**src/rtl/arm_pkg.sv**
```systemverilog
// arm_pkg: shared ARM decode encodings, condition evaluation and the ID/EX control bundle.
package arm_pkg;
    localparam logic [1:0] MODE_DP  = 2'b00;
    localparam logic [1:0] MODE_MEM = 2'b01;
    localparam logic [1:0] MODE_BR  = 2'b10;

    localparam logic [3:0] OP_AND = 4'b0000;
    localparam logic [3:0] OP_EOR = 4'b0001;
    localparam logic [3:0] OP_SUB = 4'b0010;
    localparam logic [3:0] OP_ADD = 4'b0100;
    localparam logic [3:0] OP_ADC = 4'b0101;
    localparam logic [3:0] OP_SBC = 4'b0110;
    localparam logic [3:0] OP_TST = 4'b1000;
    localparam logic [3:0] OP_CMP = 4'b1010;
    localparam logic [3:0] OP_ORR = 4'b1100;
    localparam logic [3:0] OP_MOV = 4'b1101;
    localparam logic [3:0] OP_MVN = 4'b1111;

    localparam logic [3:0] CMD_MOV = 4'b0001;
    localparam logic [3:0] CMD_MVN = 4'b1001;
    localparam logic [3:0] CMD_ADD = 4'b0010;
    localparam logic [3:0] CMD_ADC = 4'b0011;
    localparam logic [3:0] CMD_SUB = 4'b0100;
    localparam logic [3:0] CMD_SBC = 4'b0101;
    localparam logic [3:0] CMD_AND = 4'b0110;
    localparam logic [3:0] CMD_ORR = 4'b0111;
    localparam logic [3:0] CMD_EOR = 4'b1000;

    localparam logic [3:0] COND_EQ = 4'h0, COND_NE = 4'h1, COND_CS = 4'h2, COND_CC = 4'h3;
    localparam logic [3:0] COND_MI = 4'h4, COND_PL = 4'h5, COND_VS = 4'h6, COND_VC = 4'h7;
    localparam logic [3:0] COND_HI = 4'h8, COND_LS = 4'h9, COND_GE = 4'hA, COND_LT = 4'hB;
    localparam logic [3:0] COND_GT = 4'hC, COND_LE = 4'hD, COND_AL = 4'hE, COND_NV = 4'hF;

    typedef struct packed {
        logic        valid;
        logic        wb_en;
        logic        mem_r_en;
        logic        mem_w_en;
        logic        b;
        logic        s;
        logic [3:0]  exe_cmd;
        logic        imm;
        logic [11:0] shift_op;
        logic [23:0] simm24;
    } idex_bundle_t;

    // sr is {N,Z,C,V}; NV never executes
    function automatic logic cond_check(input logic [3:0] cond, input logic [3:0] sr);
        logic n, z, c, v;
        {n, z, c, v} = sr;
        case (cond)
            COND_EQ: return z;
            COND_NE: return !z;
            COND_CS: return c;
            COND_CC: return !c;
            COND_MI: return n;
            COND_PL: return !n;
            COND_VS: return v;
            COND_VC: return !v;
            COND_HI: return c && !z;
            COND_LS: return !c || z;
            COND_GE: return n == v;
            COND_LT: return n != v;
            COND_GT: return !z && (n == v);
            COND_LE: return z || (n != v);
            COND_AL: return 1'b1;
            default: return 1'b0;
        endcase
    endfunction
endpackage

```
**src/rtl/arm_regfile.sv**
```systemverilog
// arm_regfile: two-read, one-write register file with optional same-cycle writeback bypass.
module arm_regfile #(
    parameter int DATA_W    = 32,
    parameter int REG_N     = 16,
    parameter int BYPASS_WB = 1,
    localparam int ADDR_W   = $clog2(REG_N)
) (
    input  logic              clk,
    input  logic              rst,
    input  logic              wb_en,
    input  logic [ADDR_W-1:0] wb_dest,
    input  logic [DATA_W-1:0] wb_value,
    input  logic [ADDR_W-1:0] ra1,
    input  logic [ADDR_W-1:0] ra2,
    output logic [DATA_W-1:0] rd1,
    output logic [DATA_W-1:0] rd2
);
    logic [DATA_W-1:0] regs [REG_N];

    always_ff @(posedge clk or negedge rst) begin
        if (!rst) regs <= '{default: '0};
        else if (wb_en) regs[wb_dest] <= wb_value;
    end

    assign rd1 = (BYPASS_WB != 0 && wb_en && wb_dest == ra1) ? wb_value : regs[ra1];
    assign rd2 = (BYPASS_WB != 0 && wb_en && wb_dest == ra2) ? wb_value : regs[ra2];
endmodule

```
**src/rtl/id_stage_param.sv**
```systemverilog
// id_stage_param: ARM decode stage with register file, condition check, hazard stall
// and a bubble-able ID/EX pipeline register.
module id_stage_param
    import arm_pkg::*;
#(
    parameter int DATA_W    = 32,
    parameter int REG_N     = 16,
    parameter int BYPASS_WB = 1,
    parameter int FWD_EN    = 0,
    localparam int ADDR_W   = $clog2(REG_N)
) (
    input  logic              clk,
    input  logic              rst,
    input  logic [31:0]       instr,
    input  logic              instr_valid,
    input  logic              flush,
    input  logic [3:0]        sr,
    input  logic              wb_en,
    input  logic [ADDR_W-1:0] wb_dest,
    input  logic [DATA_W-1:0] wb_value,
    input  logic [ADDR_W-1:0] exe_dest,
    input  logic              exe_wb_en,
    input  logic              exe_mem_r_en,
    input  logic [ADDR_W-1:0] mem_dest,
    input  logic              mem_wb_en,
    output logic              stall,
    output logic              ex_valid,
    output logic              ex_wb_en,
    output logic              ex_mem_r_en,
    output logic              ex_mem_w_en,
    output logic              ex_b,
    output logic              ex_s,
    output logic [3:0]        ex_exe_cmd,
    output logic [DATA_W-1:0] ex_val_rn,
    output logic [DATA_W-1:0] ex_val_rm,
    output logic              ex_imm,
    output logic [11:0]       ex_shift_op,
    output logic [23:0]       ex_simm24,
    output logic [ADDR_W-1:0] ex_dest,
    output logic [ADDR_W-1:0] ex_src1,
    output logic [ADDR_W-1:0] ex_src2
);
    logic [1:0]        mode;
    logic [3:0]        op;
    logic              s_bit, is_str, two_src, uses_rn, cond_ok, hazard, bubble;
    logic              exe_hit1, exe_hit2, mem_hit1, mem_hit2;
    logic [ADDR_W-1:0] src1, src2, dest;
    logic [DATA_W-1:0] val_rn, val_rm;
    idex_bundle_t      dec, ld, ex_q;

    assign mode    = instr[27:26];
    assign op      = instr[24:21];
    assign s_bit   = instr[20];
    assign is_str  = mode == MODE_MEM && !s_bit;
    assign src1    = ADDR_W'(instr[19:16]);
    assign dest    = ADDR_W'(instr[15:12]);
    assign src2    = is_str ? dest : ADDR_W'(instr[3:0]);
    assign two_src = is_str || !instr[25];
    assign uses_rn = !(mode == MODE_BR || (mode == MODE_DP && (op == OP_MOV || op == OP_MVN)));
    assign cond_ok = cond_check(instr[31:28], sr);

    arm_regfile #(.DATA_W(DATA_W), .REG_N(REG_N), .BYPASS_WB(BYPASS_WB)) u_rf (
        .clk(clk), .rst(rst), .wb_en(wb_en), .wb_dest(wb_dest), .wb_value(wb_value),
        .ra1(src1), .ra2(src2), .rd1(val_rn), .rd2(val_rm)
    );

    // With forwarding only an EXE load result is unavailable in time
    assign exe_hit1 = exe_wb_en && (FWD_EN == 0 || exe_mem_r_en) && exe_dest == src1;
    assign exe_hit2 = exe_wb_en && (FWD_EN == 0 || exe_mem_r_en) && exe_dest == src2;
    assign mem_hit1 = FWD_EN == 0 && mem_wb_en && mem_dest == src1;
    assign mem_hit2 = FWD_EN == 0 && mem_wb_en && mem_dest == src2;
    assign hazard   = instr_valid && ((uses_rn && (exe_hit1 || mem_hit1)) ||
                                      (two_src && (exe_hit2 || mem_hit2)));
    assign stall    = hazard && !flush;
    assign bubble   = flush || stall;

    always_comb begin
        dec          = '0;
        dec.valid    = 1'b1;
        dec.imm      = instr[25];
        dec.shift_op = instr[11:0];
        dec.simm24   = instr[23:0];
        case (mode)
            MODE_DP: begin
                dec.wb_en = 1'b1;
                dec.s     = s_bit;
                case (op)
                    OP_MOV: dec.exe_cmd = CMD_MOV;
                    OP_MVN: dec.exe_cmd = CMD_MVN;
                    OP_ADD: dec.exe_cmd = CMD_ADD;
                    OP_ADC: dec.exe_cmd = CMD_ADC;
                    OP_SUB: dec.exe_cmd = CMD_SUB;
                    OP_SBC: dec.exe_cmd = CMD_SBC;
                    OP_AND: dec.exe_cmd = CMD_AND;
                    OP_ORR: dec.exe_cmd = CMD_ORR;
                    OP_EOR: dec.exe_cmd = CMD_EOR;
                    OP_CMP: begin dec.exe_cmd = CMD_SUB; dec.wb_en = 1'b0; dec.s = 1'b1; end
                    OP_TST: begin dec.exe_cmd = CMD_AND; dec.wb_en = 1'b0; dec.s = 1'b1; end
                    default: dec.wb_en = 1'b0;
                endcase
            end
            MODE_MEM: begin
                dec.exe_cmd  = CMD_ADD;
                dec.mem_r_en = s_bit;
                dec.wb_en    = s_bit;
                dec.mem_w_en = !s_bit;
            end
            MODE_BR: dec.b = 1'b1;
            default: ;
        endcase
        ld = dec;
        if (!(cond_ok && instr_valid)) {ld.valid, ld.wb_en, ld.mem_r_en, ld.mem_w_en, ld.b, ld.s} = '0;
    end

    always_ff @(posedge clk or negedge rst) begin
        if (!rst) begin
            ex_q      <= '0;
            ex_val_rn <= '0;
            ex_val_rm <= '0;
            ex_dest   <= '0;
            ex_src1   <= '0;
            ex_src2   <= '0;
        end else begin
            ex_q      <= bubble ? '0 : ld;
            ex_val_rn <= bubble ? '0 : val_rn;
            ex_val_rm <= bubble ? '0 : val_rm;
            ex_dest   <= bubble ? '0 : dest;
            ex_src1   <= bubble ? '0 : src1;
            ex_src2   <= bubble ? '0 : src2;
        end
    end

    assign ex_valid    = ex_q.valid;
    assign ex_wb_en    = ex_q.wb_en;
    assign ex_mem_r_en = ex_q.mem_r_en;
    assign ex_mem_w_en = ex_q.mem_w_en;
    assign ex_b        = ex_q.b;
    assign ex_s        = ex_q.s;
    assign ex_exe_cmd  = ex_q.exe_cmd;
    assign ex_imm      = ex_q.imm;
    assign ex_shift_op = ex_q.shift_op;
    assign ex_simm24   = ex_q.simm24;
endmodule

```
**config.mk**
```make
export PLATFORM = sky130hd
export DESIGN_NAME = id_stage_param
export DESIGN_NICKNAME = d
export VERILOG_FILES = /design/src/rtl/arm_pkg.sv /design/src/rtl/arm_regfile.sv /design/src/rtl/id_stage_param.sv
export SDC_FILE = /design/constraint.sdc
export NUM_CORES = 1
export LEC_CHECK = 0
export ABC_AREA = 1
export BUFFER_PORTS_ARGS = -buffer_cell sky130_fd_sc_hd__buf_2
export CORE_UTILIZATION = 41
export CTS_BUF_LIST = sky130_fd_sc_hd__clkbuf_4
export DETAILED_ROUTE_END_ITERATION = 6
export SLEW_MARGIN = 20
export SYNTH_ARGS = -nofsm -noshare
export SYNTH_HDL_FRONTEND = slang
export SYNTH_SLANG_ARGS = --single-unit
```
**constraint.sdc**
```tcl
create_clock -name clk -period 2 [get_ports clk]
set_input_delay 0.3 -clock clk [delete_from_list [all_inputs] [get_ports clk]]
set_output_delay 0.3 -clock clk [all_outputs]
set_load 0.05 [all_outputs]
```
Word level (Yosys, flattened, before mapping)
Cells that the tools add are included.
{ "word_totals": {"ff_bits": 635, "latchBits": 0, "mem_bits_rw": 0, "mem_bits_ro": 0, "inputBits": 88, "out_inout_bits": 124, "word_cells": 140, "n_memories": 0} }
{ "op_classes": {"n_addsub": 0, "n_mul": 0, "div": 0, "order_cmp": 4, "n_eq_ne": 34, "n_shift": 0, "mux": 28, "bitwise": 3, "reduce_logical": 40} }
{ "ops": {"columns": ["operator", "n"], "rows": [
  ["512-bit bitwise mux", 1],
  ["32-bit two-way mux", 9],
  ["32-bit binary-select mux with 4-bit select", 2],
  ["32-bit demux with 4-bit select", 1],
  ["4-bit == test (second input constant)", 12],
  ["47-bit two-way mux", 1],
  ["4-bit one-hot mux with 9 select lines", 1],
  ["4-bit by 3-bit == test with 1-bit output (second input constant)", 7],
  ["4-bit == test", 6],
  ["1-bit logical AND", 16],
  ["4-bit two-way mux", 4],
  ["5-bit greater-or-equal comparator (second input constant)", 3],
  ["4-bit inverter with 5-bit output", 3],
  ["1-bit one-hot mux with 15 select lines", 1],
  ["4-bit by 2-bit == test with 1-bit output (second input constant)", 3],
  ["1-bit logical OR", 9],
  ["9-bit OR reduction", 1],
  ["4-bit by 1-bit == test with 1-bit output (second input constant)", 2],
  ["1-bit logical NOT", 8],
  ["4-bit logical NOT", 2],
  ["4-bit one-hot mux with 2 select lines", 1],
  ["6-bit two-way mux", 1],
  ["2-bit OR reduction", 3],
  ["5-bit by 1-bit < comparator with 1-bit output (second input constant)", 1],
  ["8 further kinds", 11]
]} }

Depth between registers and ports, before layout
{ "depth": {"depth_word": 12, "mapped_depth": 17, "mapped_depth_nobuf": 15} }

Hierarchy
Synthesis repeated with hierarchy kept, for this count alone.
{ "unflattened": {"cells_unflattened": 4802, "hier_area_um2": 33578.5} }
{ "by_module_without_submodules": {"columns": ["module", "n_inst", "cells_per_inst", "area_per_inst_um2"], "rows": [
  ["arm_regfile", 1, 4324, 29321.9],
  ["id_stage_param", 1, 478, 4256.6]
]} }

Worst setup path after synthesis
No wires, ideal clock.
{ "synth_timing": {"path_type": "input -> output", "start": "in instr[26]", "end": "out stall", "arrival_time_ns": 1.890, "slack_ns": -0.190, "path_stages": 13, "cell_sequence": "buf_4 nand3_2 nand2_1 nand2_2 nand2_1 nand2_1 nor2_1 nand3_1 nand2_1 nand2_1 nand2_1 nand2_1 nor2_1"} }
{ "synth_between": {"elab_chain_cells": 10} }
{ "synth_lines": {"columns": ["item", "line_no", "rtl"], "rows": [
  ["start: declaration", "id_stage_param.sv:14", "input logic [31:0] instr,"],
  ["2-bit by 1-bit == test with 1-bit output", "id_stage_param.sv:54", "assign is_str = mode == MODE_MEM && !s_bit;"],
  ["1-bit logical AND", "id_stage_param.sv:54", null],
  ["4-bit two-way mux", "id_stage_param.sv:57", "assign src2 = is_str ? dest : ADDR_W'(instr[3:0]);"],
  ["4-bit == test (on tied branches)", "id_stage_param.sv:69, id_stage_param.sv:71", null],
  ["1-bit logical AND (on tied branches)", "id_stage_param.sv:69, id_stage_param.sv:71", null],
  ["1-bit logical OR", "id_stage_param.sv:73", "(two_src && (exe_hit2 || mem_hit2)));"],
  ["1-bit logical AND", "id_stage_param.sv:73", null],
  ["1-bit logical OR (*)", "id_stage_param.sv:72", "assign hazard = instr_valid && ((uses_rn && (exe_hit1 || mem_hit1)) ||"],
  ["1-bit logical AND (*)", "id_stage_param.sv:72", null],
  ["1-bit logical AND (*)", "id_stage_param.sv:74", "assign stall = hazard && !flush;"],
  ["end: declaration", "id_stage_param.sv:26", "output logic stall,"]
]} }
Every way passes the cells marked *; elsewhere a longest branch is shown, timed or not.

Final worst setup path
{ "layout_timing": {"start": "in instr[27]", "end": "out stall"} }
The elaborated chain is that of the path after synthesis.

==> impl_metrics.tcl <==
set metrics [dict create \
    hold_violations 0 \
    power.density_mw_per_mm2 917.6 \
    max_clock_freq_ghz 0.4674 \
    fill_cells 7734 \
    avgSynthCellArea_sq_um 7.248 \
    place_area_sq_mm 0.03705 \
    synthMuxAreaShare_pct 0 \
    fp.dieW_um 285.0 \
    drive_above_1_share_pct 16.28 \
    grt_pass1_vias 32840 \
    synthSimpleGateAreaFrac_pct 27.26 \
    max-slew-margin-rel_pct 58.27 \
    layout_common_cells "nand2_1, o21ai_0, dfrtp_1" \
    clock_path_buffers 3 \
    yosysTopAreaCell "dfrtp_1" \
    via_count 34290 \
    final_core_util_pct 52.34 \
    timing.final.crit_period_ns 2.139 \
    synthTopCellsByArea "dfrtp_1, nand2_1, o21ai_0, nand3_1, a21oi_1" \
    routed_wl_um 131100 \
    cap_violations 0 \
    drt_iter0_markers 3512 \
    die_h_um 285.0 \
    syn_nets 4618 \
    status "finished with violations" \
    synth-xor-area-share_pct 0.1067 \
    clk_latency_ns 1.08 \
    cts_root_buf "clkbuf_4" \
    max-vdd-ir-drop_mv 0.5581 \
    crit_chain "buf_8, inv_8, nand2_4, nor2_4, buf_6, nand2_2, nand3_2, nand2_1, nor2_1, nand3_1, nand2_1, nand2_1, nand2_2, nand2_2, nor2_4, buf_8" \
    cp.arrival_ns 1.84 \
    place_congestion 0.9017 \
    synthFlopType "dfrtp_1" \
    initial_core_util_pct 41.50 \
    rows 103 \
    grt_setup_unrepaired "true" \
    final_max_slew_viol_count 0 \
    antenna_found_initial 5 \
    cts_tree "yes" \
    core_area_sq_mm 0.07913 \
    layout_setup_ws_ns -0.1395 \
    synth_warnings 0 \
    synth_top_family_by_area "simple AND/OR/NAND/NOR gates" \
    violations "negative setup slack" \
    io-pin-count 212 \
    grt-ovfl-total 0 \
    crit_type "in2out" \
    drc 0 \
    firstDrtPassIters 6 \
    synth_cell_types 29 \
    die-area_sq_mm 0.08122 \
    pre_cts_slack_ns -0.4022 \
    setup_violations 3 \
    tightestPinTransition_ns 0.6260 \
    finalClockSkew_ns 0.04989 \
    ys_async_sr_fraction_pct 100.0 \
    routed_via_density 5.598 \
    synth_compound_area_share_pct 17.00 \
    hp-class "in2reg" \
    crit_required_ns 1.70 \
    synthCells 4530 \
    min_path_cells 4 \
    synth-edff-count 0 \
    ant_nets 0 \
    clk_pin_slew_ns 0.07 \
    crit_path_end_kind "output pin" \
    syn_to_final_growth_pct 26.12 \
    period_share_pct 107.0 \
    final_common_cell "nand2_1" \
    max_stage_delay_ns 0.17 \
    grt_max_degree 89 \
    grt_pass1_wl_um 198500 \
    yosysTopAreaCellShare_pct 46.87 \
    io_buffers 210 \
    cts_buffers 170 \
    ys_seq_area_share_pct 46.87 \
    grt_usage_pct 31.90 \
    synth_seq_cells 615 \
    fin_area_sq_mm 0.04141 \
    ff2ff_path_depth 9 \
    fin_nets 5028 \
    crit_path_max_fanout 5 \
    htree_num_levels 4 \
    cp-start-kind "input port" \
    syn_area_sq_mm 0.03284 \
    wl_per_cell_um 21.40 \
    place_hpwl_um 77590 \
    cp_slowest_cell "nor2_4" \
    leakage_nw 19.63 \
    synthAdderAreaFrac_pct 0 \
    clkSinkCount 615 \
]
## cell usage after synthesis, types with 2 or more instances
master / number
o21ai_0: 711
nand4_1: 35
o211ai_1: 88
inv_1: 302
nand3_1: 606
nor3_1: 4
buf_2: 95
xnor2_1: 3
a221oi_1: 2
clkbuf_1: 235
buf_4: 22
clkinv_1: 2
nand2_2: 6
nor2_1: 227
nand2_1: 1267
a21oi_1: 250
buf_6: 7
a211o_1: 2
a21oi_2: 2
inv_2: 2
dfrtp_1: 615
o22ai_1: 7
buf_1: 34
## cells by family after synthesis
kind of cell              count (synthesis)
AOI/OAI and AO/OA                      1064
xor gates and xnor gates                  4
buffers and inverters                   699
DFF                                     615
and+or+nand+nor                        2148
## worst paths after layout
check	end	slack (ns)	from
max	stall	-0.14	instr[27]
min	u_rf.regs[433]	0.13	wb_value[17]
max reg2reg	ex_val_rn[5]	0.15	u_rf.regs[133]
min reg2reg	u_rf.regs[261]	0.51	u_rf.regs[261]
max in group asynchronous	ex_val_rm[12]	0.46	rst
min in group asynchronous	ex_mem_w_en	0.44	rst
## flip-flops by register name (all words and copies together), names as in the netlist
signal and flops:
ex_b 1, ex_exe_cmd 4, ex_imm 1, ex_mem_r_en 1, ex_mem_w_en 1, ex_s 1
ex_simm24 24, ex_src2 4, ex_val_rm 32, ex_val_rn 32, ex_valid 1, ex_wb_en 1
u_rf.regs 512
## routing by layer
layer	global-route usage, %	vias to the layer above	share of wire (%)
li1	-	15830	-
met5	0	-	0
met2	51.43	1783	47
met4	13.94	0	4.0
met3	6.280	351	8.8
met1	41.64	16320	40
## power by group
| part | total, mW | internal [mW] | switching [mW] |
|---|---|---|---|
| Clock | 11.8 | 6.07 | 5.78 |
| Combinational | 9.52 | 3.60 | 5.92 |
| Sequential | 16.6 | 14.9 | 1.71 |
| Total | 38.0 | 24.6 | 13.4 |
## worst max-delay path: cells and delay by family
family                 cells  cell delay (ns)
buffers and inverters      4             0.48
AND/OR/NAND/NOR           12             1.07
## per-stage QoR
stage                     setup TNS, ns  instances  hold slack [ns]  power [mW]
after floorplan                       0       4530         0.004409       22.28
after detailed placement         -23.25       5670           0.2038       25.66
final                           -0.2137       6125           0.1335       38.00
after CTS                        -1.700       6105          0.02851       38.03
after global routing             -1.598       6125          0.08683       40.26
after global placement           -25.69       5670           0.2084       25.48
## what timing repair did
action                                  in CTS  in global routing
hold buffers                               131                  1
buffers inserted                             4                 15
pin swaps                                   11                 15
cloned                                       0                  1
endpoints found under the hold margin     1230                 12
gates resized for setup                    197                 43
endpoints found under the setup margin     107                 39
## area by class of cell
type,count,area (sq um),area share (%)
sequential,615,15400,37.18
clock buffer,242,1817,4.387
tap,1050,1314,3.172
inverter,306,1175,2.837
clock inverter,58,344.1,0.8309
antenna,7,17.52,0.04230
multi-input combinational,3216,14880,35.92
timing repair buffer,631,6472,15.63
Power figures use the tool's default switching activity.
